$ cat src/rtl/gl_prim_assembler.sv
// Primitive assembler: pops vertex/color FIFO words in lockstep, groups them into
// triangles (list, strip or fan) and presents each one with a valid/accept handshake.
module gl_prim_assembler #(
  parameter int DW = 96,
  parameter int CW = 16
) (
  input  logic          clk,
  input  logic          reset,
  input  logic [1:0]    prim_mode,
  input  logic          prim_restart,
  input  logic          vertex_empty,
  input  logic          color_empty,
  input  logic [DW-1:0] vertex_rd_data,
  input  logic [DW-1:0] color_rd_data,
  output logic          vertex_rd_en,
  output logic          color_rd_en,
  output logic          tri_valid,
  input  logic          tri_accept,
  output logic [DW-1:0] vertex_out1,
  output logic [DW-1:0] vertex_out2,
  output logic [DW-1:0] vertex_out3,
  output logic [DW-1:0] color_out1,
  output logic [DW-1:0] color_out2,
  output logic [DW-1:0] color_out3,
  output logic [CW-1:0] tri_count
);

  typedef enum logic [1:0] {
    S_FETCH   = 2'd0,
    S_WAIT    = 2'd1,
    S_PRESENT = 2'd2
  } state_t;

  localparam logic [1:0] MODE_STRIP = 2'd1;
  localparam logic [1:0] MODE_FAN   = 2'd2;

  state_t        state_q;
  logic [1:0]    cnt_q;
  logic [1:0]    mode_q;
  logic          parity_q;
  logic          pend_q;
  logic          valid_q;
  logic [CW-1:0] tri_count_q;
  logic [DW-1:0] slot_v_q [3];
  logic [DW-1:0] slot_c_q [3];
  logic [DW-1:0] vo1_q, vo2_q, vo3_q;
  logic [DW-1:0] co1_q, co2_q, co3_q;
  logic          rd_en_s;

  // Pop only when both FIFOs hold a word, so vertex and color never drift apart.
  assign rd_en_s = ~reset & (state_q == S_FETCH) & ~vertex_empty & ~color_empty
                   & (cnt_q != 2'd3);

  assign vertex_rd_en = rd_en_s;
  assign color_rd_en  = rd_en_s;
  assign tri_valid    = valid_q;
  assign tri_count    = tri_count_q;
  assign vertex_out1  = vo1_q;
  assign vertex_out2  = vo2_q;
  assign vertex_out3  = vo3_q;
  assign color_out1   = co1_q;
  assign color_out2   = co2_q;
  assign color_out3   = co3_q;

  // Assembler FSM, slot storage and registered triangle outputs.
  always_ff @(posedge clk) begin
    if (reset) begin
      state_q     <= S_FETCH;
      cnt_q       <= 2'd0;
      mode_q      <= 2'd0;
      parity_q    <= 1'b0;
      pend_q      <= 1'b0;
      valid_q     <= 1'b0;
      tri_count_q <= '0;
      vo1_q       <= '0;
      vo2_q       <= '0;
      vo3_q       <= '0;
      co1_q       <= '0;
      co2_q       <= '0;
      co3_q       <= '0;
      for (int i = 0; i < 3; i++) begin
        slot_v_q[i] <= '0;
        slot_c_q[i] <= '0;
      end
    end else begin
      case (state_q)
        S_FETCH: begin
          // A restart also latches the mode, since a word popped this cycle starts the new primitive.
          if (prim_restart) begin
            cnt_q    <= 2'd0;
            parity_q <= 1'b0;
            mode_q   <= prim_mode;
          end else if (cnt_q == 2'd0) begin
            mode_q <= prim_mode;
          end
          if (rd_en_s) begin
            state_q <= S_WAIT;
          end else if ((cnt_q == 2'd3) && !prim_restart) begin
            state_q <= S_PRESENT;
            valid_q <= 1'b1;
            if ((mode_q == MODE_STRIP) && parity_q) begin
              vo1_q <= slot_v_q[1];
              vo2_q <= slot_v_q[0];
              co1_q <= slot_c_q[1];
              co2_q <= slot_c_q[0];
            end else begin
              vo1_q <= slot_v_q[0];
              vo2_q <= slot_v_q[1];
              co1_q <= slot_c_q[0];
              co2_q <= slot_c_q[1];
            end
            vo3_q <= slot_v_q[2];
            co3_q <= slot_c_q[2];
          end
        end
        S_WAIT: begin
          if (prim_restart || pend_q) begin
            cnt_q    <= 2'd0;
            parity_q <= 1'b0;
            pend_q   <= 1'b0;
          end else begin
            slot_v_q[cnt_q] <= vertex_rd_data;
            slot_c_q[cnt_q] <= color_rd_data;
            cnt_q           <= cnt_q + 2'd1;
          end
          state_q <= S_FETCH;
        end
        S_PRESENT: begin
          if (prim_restart) begin
            pend_q <= 1'b1;
          end
          if (tri_accept) begin
            valid_q     <= 1'b0;
            tri_count_q <= tri_count_q + CW'(1);
            state_q     <= S_FETCH;
            if (prim_restart || pend_q) begin
              cnt_q    <= 2'd0;
              parity_q <= 1'b0;
              pend_q   <= 1'b0;
            end else begin
              case (mode_q)
                MODE_STRIP: begin
                  slot_v_q[0] <= slot_v_q[1];
                  slot_v_q[1] <= slot_v_q[2];
                  slot_c_q[0] <= slot_c_q[1];
                  slot_c_q[1] <= slot_c_q[2];
                  cnt_q       <= 2'd2;
                  parity_q    <= ~parity_q;
                end
                MODE_FAN: begin
                  slot_v_q[1] <= slot_v_q[2];
                  slot_c_q[1] <= slot_c_q[2];
                  cnt_q       <= 2'd2;
                end
                default: begin
                  cnt_q <= 2'd0;
                end
              endcase
            end
          end
        end
        default: begin
          state_q <= S_FETCH;
          valid_q <= 1'b0;
        end
      endcase
    end
  end

endmodule

$ cat config.mk
export PLATFORM = sky130hd
export DESIGN_NAME = gl_prim_assembler
export DESIGN_NICKNAME = d
export VERILOG_FILES = /design/src/rtl/gl_prim_assembler.sv
export SDC_FILE = /design/constraint.sdc
export NUM_CORES = 2
export LEC_CHECK = 0
export CAP_MARGIN = 20
export CORE_MARGIN = 3
export CORE_UTILIZATION = 48
export CTS_CLUSTER_DIAMETER = 30
export DETAILED_ROUTE_END_ITERATION = 10
export PLACE_DENSITY = 0.87
export SLEW_MARGIN = 30
export SYNTH_ARGS = -nofsm -noshare
export SYNTH_HDL_FRONTEND = slang
export SYNTH_SLANG_ARGS = --single-unit
$ cat constraint.sdc
create_clock -name clk -period 6.65 [get_ports clk]
set_input_delay 1.33 -clock clk [delete_from_list [all_inputs] [get_ports clk]]
set_output_delay 1.33 -clock clk [all_outputs]
set_load 0.02 [all_outputs]
## After elaboration in Yosys (flattened, before gate mapping)

Memory sizes are Yosys's and may differ from the RTL's.
Cells that the tools add are included.

- ROM bits: 0
- Memory bits (writable): 576
- Register bits after elaboration: 601
- Output and inout bits: 595
- Word-level logic and storage cells: 126
- Memories: 2
- Latch bits: 0
- Bits of input ports: 200

Memory list:

| name | depth | bits a word | read ports | clocked after Yosys merged registers in | wr ports | RTL line | source |
|---|---|---|---|---|---|---|---|
| slot_c_q | 3 | 96 | 3 | 0 | 3 | 45 | `logic [DW-1:0] slot_c_q [3];` |
| slot_v_q | 3 | 96 | 3 | 0 | 3 | 44 | `logic [DW-1:0] slot_v_q [3];` |

- Shifts and indexed selects: 0
- Add/sub/neg operators: 2
- Magnitude comparators: 0
- Reduce and logical (&&, ||, !) cells: 20
- Multiply operators: 0
- Mux-type cells: 60
- Divide/modulo/power cells: 0
- Bitwise gates (word level): 16
- Eq/ne operators: 13

Operators by type and width:

| kind | count |
|---|---|
| 96-bit 2-to-1 mux | 12 |
| 96-bit OR reduction | 2 |
| 1-bit 2-to-1 mux | 31 |
| 2-bit 2-to-1 mux | 12 |
| 16-bit by 1-bit adder with 16-bit output, second input constant | 1 |
| 2-bit != test, second input constant | 5 |
| 2-bit AND reduction | 4 |
| 2-bit equality test, second input constant | 3 |
| 1-bit NOT | 6 |
| 1-bit OR | 6 |
| 1-bit case mux with 3 select lines | 2 |
| 2-bit case mux with 3 select lines | 1 |
| 3-bit AND reduction | 2 |
| 5-bit AND reduction | 1 |
| 1-bit AND | 4 |
| 2-bit by 1-bit equality test with 1-bit output, second input constant | 2 |
| 2-bit zero test | 2 |
| 2-bit case mux with 2 select lines | 1 |
| 4-bit AND reduction | 1 |
| 2-bit nonzero test | 2 |
| 3-bit by 2-bit != test with 1-bit output, second input constant | 1 |
| 3-bit != test, second input constant | 1 |
| 3-bit nonzero test | 1 |
| 2-bit by 1-bit adder with 2-bit output, second input constant | 1 |
| other kinds (6) | 7 |

## Depth between registers and ports, before layout

- Depth in word-level cells: 9
- Depth in mapped cells: 9
- Depth with buffers taken out: 6

## Least setup slack after synthesis

OpenSTA, ideal clock, no wires.

- Path kind: in2reg
- Start point: input prim_restart
- End point: memory slot_c_q[1][0] (enable)
- Setup slack: -0.324 ns
- Arrival time: 6.414 ns
- Path buffers: 3
- Stages on the path: 7
- Setup time: 0.560 ns
- Required time: 6.090 ns
- Path through: buf_2 nor2_1 nor4b_4 buf_2 buf_2 nor2_1 nand2_1

RTL lines:

| element | RTL line | source |
|---|---|---|
| from (decl) | 10 | `input logic prim_restart,` |
| to (decl) | 45 |  |

## Worst setup path in the final report

- Start point: input reset
- End point: output color_rd_en

- Word-level cells in the longest chain between the ends: 5

Ends and longest elaborated chain:

| element | RTL line | source |
|---|---|---|
| from (decl) | 8 | `input logic reset,` |
| 1-bit NOT | 51 | `assign rd_en_s = ~reset & (state_q == S_FETCH) & ~vertex_empty & ~color_empty` |
| 1-bit AND (3 in series) | 51 |  |
| 1-bit AND | 52 | `& (cnt_q != 2'd3);` |
| to (decl) | 16 | `output logic color_rd_en,` |

Every way passes these cells.

==> qor.csv <==
stage;metric;value;unit
setup_path;cp.arrival;3470;ps
cts;clk_latency;790;ps
power;pwr-share-clk;55.9;%
setup_path;worstReg2RegStart;state_q[0];
layout;drive_above_1_share;8.026;%
setup_path;cp_cell_sequence;buf_8 -> buf_16 -> or4_1 -> nor2_1 -> clkdlybuf4s50_1;
cts;cts_buffer_depth;3;
detailed_routing;dr.pass1.iters;11;
setup_path;r2r_end;slot_c_q[1][39];
min_path;hold_path.startpoint;vertex_out3[20];
floorplan;ios;795;
detailed_routing;postRouteAntennaNets;0;
placed_design;dp_cells;6108;
layout;nNetsFinal;5266;
min_path;holdPathEnd;vertex_out3[20];
floorplan;die-area;101000;sq um
layout;instances_no_fill;6539;
power;p_sw;0.004291;W
synth;synth_area;46690;sq um
global_routing;grt_overflow;0;
detailed_routing;drt_wl_total;168900;um
synth;syn_avg_cell_area;10.57;sq um
placed_design;port_buffers;794;
setup_path;max_stage_delay;650;ps
synth;syn_nets;4627;
floorplan;core.rowCount;113;
placed_design;hpwl;98230;um
power;ir_drop;293.5;uV
setup_path;reg2regPathDepth;9;
timing;setup_viol;0;
setup_path;cp-start-kind;input pin;
cts;cts_hold_buffers;0;
setup_path;rrSetupSlack;2800;ps
power;seqPwrFrac;41.7;%
cts;cts_buffers;201;
min_path;hp-class;flip-flop to flip-flop;
detailed_routing;drc;1;
power;internal_power;0.01454;W
cts;cts_tree;done;
detailed_routing;wl_per_cell;25.83;um
run_status;status;complete, but fails checks;
setup_path;crit_type;input pin to output pin;
timing;slew_violations;0;
power;p_sw_share;22.79;%
synth;ys.flop_type;dfxtp_1;
timing;fin_crit;4799;ps
synth;ys_warn_count;0;
timing;rsz0062_at_grt;false;
floorplan;die_y;317.9;um
timing;hold_viol_final;0;
cts;htree_levels;4;
timing;setup-tns-final;0;ps
floorplan;core;95720;sq um
global_routing;grt_pass1_wl;248700;um
power;power_density;301.7;nW/um^2
cts;clkTransAtPathRegs;50;ps
synth;async_flop_share;0;%
global_routing;grt_use_total;31.56;%
synth;syn_inst;4416;
timing;worst_slew_pin_slew;1125;ps
timing;fmax;208.4;MHz
detailed_routing;drtIter0Drc;6109;
placed_design;gp_congestion;0.8988;
setup_path;worstSetupEndpointType;output pin;
power;power.leakage;21.90;nW
synth;synth_edf_count;576;
setup_path;path_max_fanout;110;
timing;worst_clock_skew;50.73;ps
timing;min_period_over_period;72.16;%
setup_path;crit_path_top_delay_cell;or4_1;
timing;max_slew_margin;25.01;%
power;pwr-share-comb;2.4;%
cts;cts_setup_buffers;0;
min_path;hold_depth;2;
detailed_routing;dr_total_vias;41310;
synth;synth_cell_types;38;
cts;cts_root_buf;clkbuf_16;
layout;area_growth;33.69;%
floorplan;die_x;317.9;um
global_routing;grt_max_degree;238;
setup_path;worst_ep_required_time;5320;ps
synth;ys_seq_area_share;62.81;%
flow_run;maxCapViolCount;0;
floorplan;start_util;48.78;%
global_routing;grt_pass1_vias;40080;
cts;cts_sinks;1177;
detailed_routing;via_per_inst;6.318;
cts;cts_resized;0;
global_routing;grt_antenna_before_repair;42;
synth;synth-seq-cells;1177;
run_status;violations;DRC;
==> cell usage in the layout (no fill, tap or decap), drive strengths merged, types with 4 or more instances in the layout <==
cell and count:
nand2 1166, clkdlybuf4s50 793, dfxtp 601, edfxtp 576, nor2 410, a311oi 385
a22o 384, clkbuf 239, a21oi 203, and3 193, clkinv 68, buf 52
inv 49, diode 41, bufinv 19, clkinvlp 19, ha 11, nand4 7
nor3 7, nand3 6, xnor2 6, o21ai 6, nor4 5, a31o 4
xor2 4
==> power by group through the flow <==
stage               sequential (W)  clock, W  combinational, W
global route               0.00785    0.0109          0.000481
CTS                        0.00784    0.0106          0.000445
global placement           0.00797         0          0.000425
detailed placement         0.00798         0          0.000435
finish                     0.00785    0.0105          0.000458
floorplan                  0.00796         0          0.000183
==> sequential cells by signal, indices dropped and copies added (netlist names) <==
name / cells
color_out2: 96
slot_v_q: 288
vertex_out2: 96
color_out1: 96
pend_q: 1
color_out3: 96
slot_c_q: 288
state_q: 2
tri_valid: 1
cnt_q: 2
tri_count: 16
vertex_out3: 96
mode_q: 2
vertex_out1: 96
parity_q: 1
==> how the worst max path moves through the flow <==
stage,start,end,slack [ps],depth (start not counted)
floorplan,prim_restart,slot_c_q[2][0],100,4
global placement,prim_restart,slot_c_q[0][24],1790,6
detailed placement,prim_restart,slot_c_q[0][28],1660,6
CTS,reset,color_rd_en,2140,4
global route,reset,color_rd_en,1950,5
finish,reset,color_rd_en,1850,5
==> layer usage <==
layer | global-route usage [%] | up-vias | share of wire (%) | routed length, um
met2 | 49.86 | 3267 | 46 | 78370
li1 | - | 17420 | - | -
met3 | 8.732 | 765 | 12 | 19950
met4 | 22.24 | 6 | 7.8 | 13110
met1 | 37.28 | 19850 | 34 | 57400
met5 | 0 | - | 0.023 | 39
==> cell usage after synthesis (7+ instances only) <==
cell type	count	area, sq um
nor2_1	409	1535
clkbuf_1	238	893.4
a21oi_1	203	1016
edfxtp_1	576	17300
buf_4	22	165.2
ha_1	11	137.6
inv_1	13	48.80
buf_2	146	730.7
nand4_1	7	43.79
a311oi_1	385	3372
and3_1	193	1207
nand2_1	1166	4377
dfxtp_1	601	12030
a22o_1	384	3363
==> layout make-up <==
class / count / area, sq um
fill: 6390 / 33300
timing repair buffer: 845 / 8777
clock buffer: 239 / 5409
multi-input combinational: 2817 / 15600
inverter: 13 / 48.80
antenna: 41 / 102.6
sequential: 1177 / 29330
tap: 1265 / 1583
clock inverter: 142 / 1569
==> through the flow <==
| stage | setup WS (ps) | power [W] | utilization [%] | area, sq um | hold slack, ps |
|---|---|---|---|---|---|
| after floorplan | 100.1 | 0.008146 | - | 46690 | 470.3 |
| after global placement | 1794 | 0.008396 | 57.54 | 55070 | 442.4 |
| after detailed placement | 1662 | 0.008415 | 57.57 | 55110 | 446.8 |
| after CTS | 2139 | 0.01884 | 64.86 | 62080 | 453.6 |
| after global routing | 1945 | 0.01925 | 65.20 | 62410 | 468.7 |
| final | 1851 | 0.01883 | 65.21 | 62420 | 451.7 |
==> worst max-delay path, delay by kind of cell <==
kind / cells / cell delay (ps)
simple gates: 2 / 870
buf+inv: 3 / 1080
==> cell families after synthesis <==
kind of cell | after synthesis | synth area share (%)
DFF | 1177 | 62.81
and+or+nand+nor | 1808 | 15.89
adders and majority gates | 11 | 0.2948
AOI/OAI and AO/OA | 985 | 16.79
muxes | 3 | 0.06432
buffers and inverters | 422 | 3.961
xor gates and xnor gates | 10 | 0.1876
(Power assumes the default switching activity.)
